==> config.mk <==
export PLATFORM = sky130hd
export DESIGN_NAME = vote_capture
export DESIGN_NICKNAME = d
export VERILOG_FILES = /design/src/rtl/urna_pkg.sv /design/src/rtl/seg7_digit.sv /design/src/rtl/vote_capture.sv
export SDC_FILE = /design/constraint.sdc
export NUM_CORES = 1
export LEC_CHECK = 0
export ABC_AREA = 1
export CAP_MARGIN = 20
export CORE_MARGIN = 1
export CORE_UTILIZATION = 49
export DETAILED_ROUTE_END_ITERATION = 12
export PLACE_DENSITY = 0.79
export SLEW_MARGIN = 10
export SYNTH_ARGS = -nofsm -noshare
export SYNTH_HDL_FRONTEND = slang
export SYNTH_HIERARCHICAL = 1
export SYNTH_SLANG_ARGS = --single-unit
==> constraint.sdc <==
create_clock -name clock -period 4.91 [get_ports clock]
set_input_delay 0.491 -clock clock [delete_from_list [all_inputs] [get_ports clock]]
set_output_delay 0.491 -clock clock [all_outputs]
set_load 0.005 [all_outputs]
==> src/rtl/urna_pkg.sv <==
// Shared ballot-box constants: candidate codes, 7-seg patterns and the voter-side FSM states.
package urna_pkg;

    localparam int unsigned CAND_A = 13;
    localparam int unsigned CAND_B = 22;

    // Active-low, bit order gfedcba
    localparam logic [6:0] SEG_BLANK = 7'b1111111;
    localparam logic [6:0] SEG_DIGIT [10] = '{
        7'b1000000,  // 0
        7'b1111001,  // 1
        7'b0100100,  // 2
        7'b0110000,  // 3
        7'b0011001,  // 4
        7'b0010010,  // 5
        7'b0000010,  // 6
        7'b1111000,  // 7
        7'b0000000,  // 8
        7'b0010000   // 9
    };

    typedef enum logic [2:0] {
        StIdle,
        StOne,
        StTwo,
        StLock,
        StClosed
    } vote_state_e;

endpackage

==> src/rtl/seg7_digit.sv <==
// Combinational digit to active-low 7-seg decoder; blank when not shown or not a decimal digit.
module seg7_digit
    import urna_pkg::*;
(
    input  logic [3:0] digit_i,
    input  logic       show_i,
    output logic [6:0] seg_o
);

    always_comb begin
        seg_o = SEG_BLANK;
        if (show_i && (digit_i <= 4'd9)) begin
            seg_o = SEG_DIGIT[digit_i];
        end
    end

endmodule

==> src/rtl/vote_capture.sv <==
// Voter-side front end: two-digit keypad entry, entry displays, and saturating vote tallies.
module vote_capture
    import urna_pkg::*;
#(
    parameter int unsigned LOCK_CYCLES = 4,
    parameter int unsigned CNT_W       = 8
) (
    input  logic             clock,
    input  logic             start,
    input  logic             key_valid,
    input  logic [3:0]       key_digit,
    input  logic             confirm,
    input  logic             correct,
    input  logic             close_poll,
    output logic [6:0]       entry_disp1,
    output logic [6:0]       entry_disp2,
    output logic [CNT_W-1:0] c1,
    output logic [CNT_W-1:0] c2,
    output logic [CNT_W-1:0] nulo,
    output logic             vote_ack,
    output logic             finish
);

    localparam int unsigned LockW = $clog2(LOCK_CYCLES + 1);
    localparam logic [CNT_W-1:0] CntMax = '1;

    vote_state_e      state_q, state_d;
    logic [3:0]       d1_q, d1_d, d2_q, d2_d;
    logic [LockW-1:0] lock_q, lock_d;
    logic [CNT_W-1:0] c1_q, c1_d, c2_q, c2_d, nulo_q, nulo_d;
    logic             ack_q, commit;
    logic             key_ok;
    logic [6:0]       code;

    assign key_ok = key_valid && (key_digit <= 4'd9);
    assign code   = 7'(d1_q) * 7'd10 + 7'(d2_q);

    always_comb begin
        state_d = state_q;
        d1_d    = d1_q;
        d2_d    = d2_q;
        lock_d  = lock_q;
        commit  = 1'b0;
        if (close_poll && (state_q != StClosed)) begin
            state_d = StClosed;
            lock_d  = '0;
        end else begin
            unique case (state_q)
                StIdle: begin
                    if (key_ok) begin
                        d1_d    = key_digit;
                        state_d = StOne;
                    end
                end
                StOne: begin
                    if (correct) begin
                        state_d = StIdle;
                    end else if (key_ok) begin
                        d2_d    = key_digit;
                        state_d = StTwo;
                    end
                end
                StTwo: begin
                    if (correct) begin
                        state_d = StIdle;
                    end else if (confirm) begin
                        commit  = 1'b1;
                        state_d = StLock;
                        lock_d  = LockW'(LOCK_CYCLES);
                    end
                end
                StLock: begin
                    // Leave on the cycle the count reaches zero, so LOCK lasts LOCK_CYCLES cycles
                    lock_d = lock_q - 1'b1;
                    if (lock_q <= LockW'(1)) begin
                        lock_d  = '0;
                        state_d = StIdle;
                    end
                end
                StClosed: begin
                end
                default: state_d = StIdle;
            endcase
        end
    end

    always_comb begin
        c1_d   = c1_q;
        c2_d   = c2_q;
        nulo_d = nulo_q;
        if (commit) begin
            if (code == 7'(CAND_A)) begin
                if (c1_q != CntMax) c1_d = c1_q + 1'b1;
            end else if (code == 7'(CAND_B)) begin
                if (c2_q != CntMax) c2_d = c2_q + 1'b1;
            end else begin
                if (nulo_q != CntMax) nulo_d = nulo_q + 1'b1;
            end
        end
    end

    always_ff @(posedge clock) begin
        if (start) begin
            state_q <= StIdle;
            d1_q    <= '0;
            d2_q    <= '0;
            lock_q  <= '0;
            c1_q    <= '0;
            c2_q    <= '0;
            nulo_q  <= '0;
            ack_q   <= 1'b0;
        end else begin
            state_q <= state_d;
            d1_q    <= d1_d;
            d2_q    <= d2_d;
            lock_q  <= lock_d;
            c1_q    <= c1_d;
            c2_q    <= c2_d;
            nulo_q  <= nulo_d;
            ack_q   <= commit;
        end
    end

    seg7_digit u_seg1 (
        .digit_i (d1_q),
        .show_i  ((state_q == StOne) || (state_q == StTwo)),
        .seg_o   (entry_disp1)
    );

    seg7_digit u_seg2 (
        .digit_i (d2_q),
        .show_i  (state_q == StTwo),
        .seg_o   (entry_disp2)
    );

    assign c1       = c1_q;
    assign c2       = c2_q;
    assign nulo     = nulo_q;
    assign vote_ack = ack_q;
    assign finish   = (state_q == StClosed);

endmodule

==> Word-level counts from Yosys, hierarchy flattened <==
Memories as Yosys holds them, arrays and structs flattened.
Index checks and enable logic that the tools add are counted.
{ "word_totals": {"reg_bits": 39, "input_bits": 10, "romBits": 224, "memories": 2, "output_inout_bits": 40} }
{ "op_classes": {"addsub": 5, "n_mux": 22, "n_bitwise": 7, "n_lt_le_gt_ge": 6, "n_reduce_logical": 16, "n_eq_ne": 21, "multipliers": 1} }
{ "mem_list": {"columns": ["name", "words", "word_bits", "rd", "rd_ports_with_merged_regs", "write_ports", "line_no", "source"], "rows": [
  ["(no name shown)", 16, 7, 1, 0, 0, "seg7_digit.sv:13", "seg_o = SEG_DIGIT[digit_i];"],
  ["(no name shown)", 16, 7, 1, 0, 0, "seg7_digit.sv:13", null]
]} }
{ "ops": {"columns": ["op", "count"], "rows": [
  ["two-way mux 7 bit", 6],
  ["two-way mux 3 bit", 10],
  ["adder 8 x 1 -> 8 bit (second input constant)", 3],
  ["!= test 8 bit (second input constant)", 3],
  ["!= test 3 bit (second input constant)", 5],
  ["one-hot mux 3 bit (5 select lines)", 1],
  ["<= comparator 4 bit (second input constant)", 3],
  ["AND reduction 4 bit", 3],
  [">= comparator 5 bit (second input constant)", 2],
  ["NOT 4 -> 5 bit", 2],
  ["AND reduction 5 bit", 2],
  ["AND reduction 3 bit", 3],
  ["!= test 2 bit (second input constant)", 4],
  ["!= test 4 bit (second input constant)", 2],
  ["adder 7 x 4 -> 7 bit", 1],
  ["equality test 7 x 4 -> 1 bit (second input constant)", 1],
  ["equality test 7 x 5 -> 1 bit (second input constant)", 1],
  ["equality test 3 x 2 -> 1 bit (second input constant)", 2],
  ["multiplier 4 x 3 -> 6 bit (second input constant)", 1],
  ["one-hot mux 3 bit (2 select lines)", 1],
  ["NOT 1 bit", 5],
  ["logical AND 1 bit", 4],
  ["two-way mux 1 bit", 4],
  ["equality test 3 x 1 -> 1 bit (second input constant)", 1],
  ["8 further kinds", 8]
]} }

==> Logic depth before layout (Yosys ltp) <==
Gate-level depths: netlist (run 1).
{ "logic_depth": {"ltp_word": 6, "mapped_depth": 15, "ltp_nobuf": 15} }

==> Modules after synthesis <==
Netlist (run 1), hierarchy kept.
{ "by_module_without_submodules": {"columns": ["module", "area_each_um2", "n_inst", "cells_each", "seq_area_each_um2"], "rows": [
  ["vote_capture", 2531.2, 1, 373, 780.7],
  ["seg7_digit", 236.5, 2, 39, 0.0]
]} }

==> Least setup slack after synthesis (run 1) <==
Ideal clock, no wire load.
{ "synth_timing": {"path_kind": "register -> register", "start": "register d1_q[3]", "end": "register c1_q[4] (netlist: c1[4])", "path_buffers": 0, "setup_ns": 0.116, "arrival_time_ns": 2.340, "stages_incl_launch_ff": 13, "path_slack_ns": 2.454, "required_time_ns": 4.794, "cell_sequence": "dfxtp_1 > ha_1 > ha_1 > inv_1 > fa_1 > nor2_4 > nand2_1 > nand3_1 > nand2_2 > nor2_8 > nand3_1 > o21ai_0 > nor2_1"} }
{ "synth_between": {"elab_chain_len": 4} }
{ "synth_lines": {"columns": ["item", "line_no", "source"], "rows": [
  ["from (decl)", "vote_capture.sv:28", "logic [3:0] d1_q, d1_d, d2_q, d2_d;"],
  ["from (signal assigned)", "vote_capture.sv:105", "d1_q <= '0;"],
  ["from (signal assigned)", "vote_capture.sv:114", "d1_q <= d1_d;"],
  ["multiplier 4 x 3 -> 6 bit", "vote_capture.sv:36", "assign code = 7'(d1_q) * 7'd10 + 7'(d2_q);"],
  ["adder 7 x 4 -> 7 bit", "vote_capture.sv:36", null],
  ["equality test 7 x 4 -> 1 bit", "vote_capture.sv:92", "if (code == 7'(CAND_A)) begin"],
  ["AND reduction 3 bit (no line)", null, null],
  ["to (signal assigned)", "vote_capture.sv:108", "c1_q <= '0;"],
  ["to (signal assigned)", "vote_capture.sv:117", "c1_q <= c1_d;"],
  ["to (decl)", "vote_capture.sv:30", "logic [CNT_W-1:0] c1_q, c1_d, c2_q, c2_d, nulo_q, nulo_d;"]
]} }
No other way between the ends.
A chain may end at the register's enable or synchronous reset.

==> Worst setup path after layout (run 1) <==
{ "layout_timing": {"start": "register d1_q[3]", "end": "register c2_q[7] (netlist: c2[7])"} }
{ "layout_between": {"elab_chain_len": 5, "elab_cells_between_ends": 6, "classes_between": "1 x add/sub; 1 x mul; 2 x eq/ne; 1 x bitwise; 1 x reduce/logical"} }
{ "layout_lines": {"columns": ["item", "line_no", "source"], "rows": [
  ["multiplier 4 x 3 -> 6 bit (*)", "vote_capture.sv:36", null],
  ["adder 7 x 4 -> 7 bit (*)", "vote_capture.sv:36", null],
  ["equality test 7 x 4 -> 1 bit", "vote_capture.sv:92", null],
  ["NOT 1 bit (no line)", null, null],
  ["AND reduction 4 bit (no line) (*)", null, null],
  ["to (signal assigned)", "vote_capture.sv:109", "c2_q <= '0;"],
  ["to (signal assigned)", "vote_capture.sv:118", "c2_q <= c2_d;"],
  ["to (decl)", "vote_capture.sv:30", null]
]} }
Mark *: on every way between the ends. The rest lies on a longest branch, timed or not.

==> impl_metrics.toml, run 1 <==
[global_routing]
first_global_vias = 2640
grt_overflow_total = 0
grt.total_usage_pct = 21.2
grt_pass1_wl_um = 11100
antenna_found_initial = 0
grt_start_max_net_pins = 31

[floorplan]
core_um2 = 5920
row_count = 28
die_area_um2 = 6450
design.portCount = 50
floorplan.die.height_um = 80.3
start_util_pct = 50.7
die_width_um = 80.3

[clock_network]
cts_max_level = 2
clk_pin_slew_ns = 0.08
post-cts-setup-buffers = 0
ctsHoldBuffers = 0
worstSkewPairLatency_ns = 0.29
cts_buffers = 5
tritoncts_num_sinks = 39
clk_buf_depth = 2
cts_tree = "yes"
ctsRootBufferMaster = "sky130_fd_sc_hd__clkbuf_8"
postCtsResizedCells = 0

[status]
failed_checks = "design-rule violations"
status = "finished with violations"

[routing]
wl_per_cell_um = 10.8
drtPass1Iterations = 9
count_of_routing_violations_after_the_opening_detailed_route_iteration = 154
remaining_drc_errors = 1
post_drt_via_cell_ratio = 4.97
drt-total-wl_um = 6250
ant_nets = 0
route.vias.total = 2874

[placed_design]
place.detailed.hpwl_um = 4800
io_buffer_count = 49
dpl-instance-area_um2 = 3550
gp_routability_congestion = 0.863

[critical_path]
timing.reg2reg.worst_path_depth = 15
critical_path_arrival_ns = 2.91
crit_start = "d1_q[3]"
critical_path.max_fanout = 10
worstPathRequired_ns = 5.14
critPathCaptureType = "register"
timing.setup.critical_path_class = "reg2reg"
regToRegSetupSlack_ns = 2.22
crit-reg2reg-launch = "d1_q[3]"
critical_path.reg2reg.endpoint = "c2[7]"
startpoint_type = "register"

[sta]
drv_slew = 0
total_negative_slack_ns = 0
max_freq_mhz = 372
rsz_0062_raised_after_global_routing = "no"
period_needed_ns = 2.69
fin_worst_skew_ns = 0.0107
max-slew-margin-rel_pct = 40.7
setup_violations = 0
max_slew.worst_pin.slew_ns = 0.889
final_hold_viol_count = 0
final.period_utilization_pct = 54.7

[synth]
synth_area_um2 = 3000
post_synth_inst_count = 451
syn-mean-instance-area_um2 = 6.66
synth_seq_cells = 39
synthesis.nets = 484
synthDistinctLibCells = 31
yosysWarningCount = 6
ys_seq_area_share_pct = 26.0

[worst_hold_path]
hold_path.class = "reg2reg"
hold_path.startpoint = "c1[6]"
timing.hold.worst_path_depth = 2
timing.hold.worst_endpoint = "c1[6]"

[finish]
postLayoutCellArea_um2 = 3680
drive_gt1_share_pct = 9.34
syn_to_final_growth_pct = 22.6
nNetsFinal = 535
antenna_cells = 0

[flow_run]
max_cap_violations = 0

[power_and_ir_drop]
power.ir.vdd_worst_mv = 0.110
leakage_nw = 1.64
power_per_cell_area_nw_per_um2 = 202
[state kept, by name, summed over array words and instances, names as in the netlist]
| register | count |
|---|---|
| c1 | 8 |
| c2 | 8 |
| nulo | 8 |
| d1_q | 4 |
| d2_q | 4 |
| lock_q | 3 |
| state_q | 3 |
| vote_ack | 1 |
[power breakdown]
group	switching, mW	internal, mW
registers	0.00747	0.320
logic	0.0551	0.0418
clock network	0.115	0.203
[layout by cell type (no fill, tap or decap)]
master	netlist	final
sky130_fd_sc_hd__a21oi_1	12	12
sky130_fd_sc_hd__a2bb2oi_1	1	1
sky130_fd_sc_hd__bufinv_16	0	2
sky130_fd_sc_hd__clkbuf_1	1	1
sky130_fd_sc_hd__clkbuf_8	0	5
sky130_fd_sc_hd__clkdlybuf4s50_1	0	49
sky130_fd_sc_hd__clkinv_2	1	1
sky130_fd_sc_hd__dfxtp_1	39	39
sky130_fd_sc_hd__fa_1	2	2
sky130_fd_sc_hd__ha_1	21	21
sky130_fd_sc_hd__inv_1	64	64
sky130_fd_sc_hd__inv_2	7	7
sky130_fd_sc_hd__nand2_1	91	91
sky130_fd_sc_hd__nand2_2	11	11
sky130_fd_sc_hd__nand2_4	5	5
sky130_fd_sc_hd__nand3_1	50	50
sky130_fd_sc_hd__nand3_2	3	3
sky130_fd_sc_hd__nand3_4	4	4
sky130_fd_sc_hd__nand3b_1	2	2
sky130_fd_sc_hd__nand4_1	12	12
sky130_fd_sc_hd__nor2_1	74	74
sky130_fd_sc_hd__nor2_2	3	3
sky130_fd_sc_hd__nor2_4	2	2
sky130_fd_sc_hd__nor2_8	3	3
sky130_fd_sc_hd__nor3_1	4	4
sky130_fd_sc_hd__nor3_2	1	1
sky130_fd_sc_hd__o21ai_0	16	16
sky130_fd_sc_hd__o21ai_1	2	2
sky130_fd_sc_hd__or2_1	2	2
sky130_fd_sc_hd__xnor2_1	5	5
sky130_fd_sc_hd__xor2_1	9	9
[per-stage QoR]
stage               hold slack, ns  power, mW  instances  utilization (%)  setup slack, ns
floorplan                    0.459      0.400        451                -             2.45
global placement             0.483      0.430        570             60.0             2.28
detailed placement           0.496      0.432        570             60.0             2.22
CTS                          0.515      0.748        578             62.2             2.20
global route                 0.529      0.775        578             62.2             2.00
finish                       0.513      0.743        578             62.2             2.22
[logic make-up (layout without fill, tap and decap cells)]
kind of cell	count (synthesis)	in the layout	share of synthesized area (%)
buf+inv	77	129	10.3
xor+xnor	14	14	4.08
flops	39	39	26.0
fa+ha+maj	23	23	10.1
compound gates	31	31	5.29
simple gates	267	267	44.2
[worst max-delay path, cell delays in order (launching register included)]
cell                      delay (ns)
sky130_fd_sc_hd__dfxtp_1        0.53
sky130_fd_sc_hd__ha_1           0.30
sky130_fd_sc_hd__ha_1           0.20
sky130_fd_sc_hd__inv_1          0.06
sky130_fd_sc_hd__fa_1           0.47
sky130_fd_sc_hd__nor2_4         0.14
sky130_fd_sc_hd__nand2_1        0.10
sky130_fd_sc_hd__nand2_2        0.10
sky130_fd_sc_hd__nand2_2        0.06
sky130_fd_sc_hd__nand2_4        0.10
sky130_fd_sc_hd__nand2_4        0.11
sky130_fd_sc_hd__nor2_8         0.13
sky130_fd_sc_hd__nand2_4        0.10
sky130_fd_sc_hd__nand2_1        0.07
sky130_fd_sc_hd__nand2_1        0.04
sky130_fd_sc_hd__nor2_1         0.11
[final cells by class]
cell class / count / area [um2]
fillers: 520 / 2240
multi-input cells: 335 / 1910
flip-flops and latches: 39 / 781
repair buffers: 49 / 490
inverters: 72 / 272
well taps: 75 / 93.8
clock buffers: 6 / 72.6
clock inverters: 2 / 60.1
[cell usage after synthesis]
master	n	area share, %
sky130_fd_sc_hd__nand2_2	11	2.3
sky130_fd_sc_hd__xnor2_1	5	1.5
sky130_fd_sc_hd__nand4_1	12	2.5
sky130_fd_sc_hd__ha_1	21	8.7
sky130_fd_sc_hd__a21oi_1	12	2.0
sky130_fd_sc_hd__fa_1	2	1.3
sky130_fd_sc_hd__a2bb2oi_1	1	0.29
sky130_fd_sc_hd__nand2_4	5	1.9
sky130_fd_sc_hd__buf_6	2	0.75
sky130_fd_sc_hd__o21ai_0	16	2.7
sky130_fd_sc_hd__nor2_4	2	0.75
sky130_fd_sc_hd__nand2_1	91	11
sky130_fd_sc_hd__xor2_1	9	2.6
sky130_fd_sc_hd__nor3_2	1	0.33
sky130_fd_sc_hd__dfxtp_1	39	26
sky130_fd_sc_hd__nand3_1	50	8.3
sky130_fd_sc_hd__inv_2	7	0.87
sky130_fd_sc_hd__or2_1	2	0.42
sky130_fd_sc_hd__nand3_4	4	2.3
sky130_fd_sc_hd__nand3b_1	2	0.50
sky130_fd_sc_hd__nor3_1	4	0.67
sky130_fd_sc_hd__nand3_2	3	1.0
sky130_fd_sc_hd__o21ai_1	2	0.33
sky130_fd_sc_hd__clkinv_2	1	0.17
sky130_fd_sc_hd__clkbuf_1	1	0.12
sky130_fd_sc_hd__buf_2	1	0.17
sky130_fd_sc_hd__nor2_8	3	2.0
sky130_fd_sc_hd__buf_4	1	0.25
sky130_fd_sc_hd__nor2_2	3	0.62
sky130_fd_sc_hd__inv_1	64	8.0
sky130_fd_sc_hd__nor2_1	74	9.2
[per-layer routing]
metal	global-route usage, %	vias to the layer above	part of all wire [%]
li1	-	1523	-
met1	27.7	1299	49
met2	36.6	46	48
met3	2.39	6	2.5
met4	5.71	0	0.93
met5	0	-	0
[how the worst max path moves through the flow]
stage	end	slack [ns]	cells past startpoint
floorplan	c1[4]	2.45	12
global placement	nulo[0]	2.28	12
detailed placement	nulo[0]	2.22	12
CTS	c2[6]	2.20	13
global route	nulo[0]	2.00	13
finish	c2[7]	2.22	15
No activity file was read; power rests on OpenSTA's default activity.
==> run 2: changes to the inputs <==
PLACE_DENSITY = 0.82   (was 0.79)
clock period = 2.4 ns   (was 4.91 ns; I/O delays follow)
==> impl_metrics.toml, run 2 (synthesis gave the netlist of run 1 again) <==
[critical_path]
critical-path-top-delay-family = "adder cells"
crit_path_top_delay_cell = "sky130_fd_sc_hd__fa_2"
critical_path.max_fanout = 5
startpoint_type = "register"
crit-reg2reg-launch = "d1_q[3]"
critPathBufInv = 2
timing.reg2reg.worst_path_depth = 13
timing.setup.critical_path_class = "reg2reg"
critical_path.reg2reg.endpoint = "c2[3]"
worstPathRequired_ns = 2.60
regToRegSetupSlack_ns = -0.05
critical_path_arrival_ns = 2.65
critical-path-max-stage-delay_ns = 0.58
critPathCaptureType = "register"
critical_path.cell_chain = "ha_4, ha_4, inv_2, fa_2, inv_2, nand3_4, nand3_2, nor2_4, nand2_8, nor2_8, nand2_8, nor2_2, nor2_1"

[sta]
period_needed_ns = 2.45
setup_ws_ns = -0.0468
drv_slew = 0
max_slew.worst_pin.slew_ns = 0.413
rsz_0062_raised_after_global_routing = "yes"
max-slew-margin-rel_pct = 72.4
setup_violations = 10
final_hold_viol_count = 0
final.period_utilization_pct = 102
max_freq_mhz = 409
fin_worst_skew_ns = 0.00752

[finish]
postLayoutCellArea_um2 = 4000
antenna_cells = 0
final_core_utilization_pct = 67.6
layout_commonest_cell = "sky130_fd_sc_hd__nand2_1"
total_of_fill_cells_in_the_finished_design = 504
final-instance-count-excl-fill = 592
final_cell_mix = "84 x sky130_fd_sc_hd__nand2_1, 68 x sky130_fd_sc_hd__nor2_1, 62 x sky130_fd_sc_hd__inv_1"
syn_to_final_growth_pct = 33.2
drive_gt1_share_pct = 17.8
nNetsFinal = 549

[global_routing]
grt.total_usage_pct = 22.6
antenna_found_initial = 0
first_global_vias = 2681
grt_overflow_total = 0
grt_start_max_net_pins = 25
grt_pass1_wl_um = 11500

[status]
status = "finished with violations"
failed_checks = "negative setup slack"

[flow_run]
max_cap_violations = 0

[floorplan]
floorplan.die.height_um = 80.3
die_width_um = 80.3
die_area_um2 = 6450
core_um2 = 5920
start_util_pct = 50.7
design.portCount = 50
row_count = 28

[clock_network]
cts_tree = "yes"
cts_max_level = 2
worstSkewPairLatency_ns = 0.30
clk_buf_depth = 2
clk_pin_slew_ns = 0.08
tritoncts_num_sinks = 39
cts_buffers = 5
ctsRootBufferMaster = "sky130_fd_sc_hd__clkbuf_8"

[power_and_ir_drop]
power_per_cell_area_nw_per_um2 = 392
leakage_nw = 1.75
power.ir.vdd_worst_mv = 0.346

[routing]
ant_nets = 0
post_drt_via_cell_ratio = 5.12
drt-total-wl_um = 7610
route.vias.total = 3033
drtPass1Iterations = 4
wl_per_cell_um = 12.9
count_of_routing_violations_after_the_opening_detailed_route_iteration = 238
remaining_drc_errors = 0

[placed_design]
dpl-instance-area_um2 = 3620
io_buffer_count = 49
gp_routability_congestion = 0.830
pre_cts_slack_ns = -0.0132
placed_cells_incl_taps = 579
place.detailed.hpwl_um = 5050

[worst_hold_path]
hold_path.startpoint = "lock_q[1]"
timing.hold.worst_endpoint = "lock_q[1]"
timing.hold.worst_path_depth = 2
hold_path.class = "reg2reg"
## run 2: cell count changes in the layout (fill, tap and decap cells not counted), moves of 3 or more
cell                      delta
sky130_fd_sc_hd__nand2_4     +4
sky130_fd_sc_hd__nand3_1     -6
sky130_fd_sc_hd__ha_1        -4
sky130_fd_sc_hd__dfxtp_2     +3
sky130_fd_sc_hd__nand3_2     +3
sky130_fd_sc_hd__buf_4      +12
sky130_fd_sc_hd__nand2_1     -7
sky130_fd_sc_hd__dfxtp_1     -3
sky130_fd_sc_hd__nand2_8     +3
sky130_fd_sc_hd__nor2_1      -6
sky130_fd_sc_hd__nor2_4      +4
sky130_fd_sc_hd__nand3_4     +3
## run 2: worst max-delay path by stage
stage / to / from / cells past startpoint
3_5_place_dp: c1[5] / d1_q[1] / 14
2_1_floorplan: c1[4] / d1_q[3] / 12
4_1_cts: c2[5] / d1_q[1] / 15
6_report: c2[3] / d1_q[3] / 13
5_1_grt: c2[7] / d1_q[1] / 15
3_3_place_gp: c1[3] / d1_q[1] / 14
## run 2: stage by stage
step | TNS, ns | power, mW | hold slack (ns)
after global routing | -2.37 | 1.62 | 0.540
after CTS | 0 | 1.55 | 0.505
after floorplan | 0 | 0.818 | 0.302
after detailed placement | -0.0742 | 0.891 | 0.487
after global placement | 0 | 0.886 | 0.481
final | -0.248 | 1.57 | 0.504
## run 2: layer usage
| layer | part of all wire, % | global-route usage, % | vias up | routed length (um) |
|---|---|---|---|---|
| met5 | 0 | 0 | - | 0 |
| met4 | 1.4 | 8.57 | 0 | 110 |
| met3 | 3.5 | 3.86 | 13 | 263 |
| met2 | 50 | 39.7 | 69 | 3800 |
| met1 | 45 | 27.4 | 1403 | 3440 |
| li1 | - | - | 1548 | - |
## run 2: layout make-up
cell class / count / area [um2] / area share, %
clock buffer: 6 / 72.6 / 1.81
clock inverter: 2 / 60.1 / 1.50
inverter: 72 / 272 / 6.79
multi-input combinational: 336 / 2130 / 53.1
sequential: 39 / 785 / 19.6
tap: 75 / 93.8 / 2.35
timing repair buffer: 62 / 592 / 14.8
## run 2: power breakdown
group	total, mW	internal, mW	switching [mW]
Sequential	0.665	0.655	0.00912
Combinational	0.246	0.105	0.141
Clock	0.658	0.416	0.242
## run 2: worst min-delay path, delay by kind of cell (launching register included)
kind | cells | cell delay, ns
compound gates | 1 | 0.06
flops | 1 | 0.34
simple gates | 1 | 0.07
## run 2: what timing repair did
item | in CTS | in global routing
hold buffers | 0 | 0
cloned | 1 | 0
resized for setup | 29 | 20
endpoints found under the setup margin | 14 | 24
buffers inserted | 2 | 2
pin swaps | 20 | 9
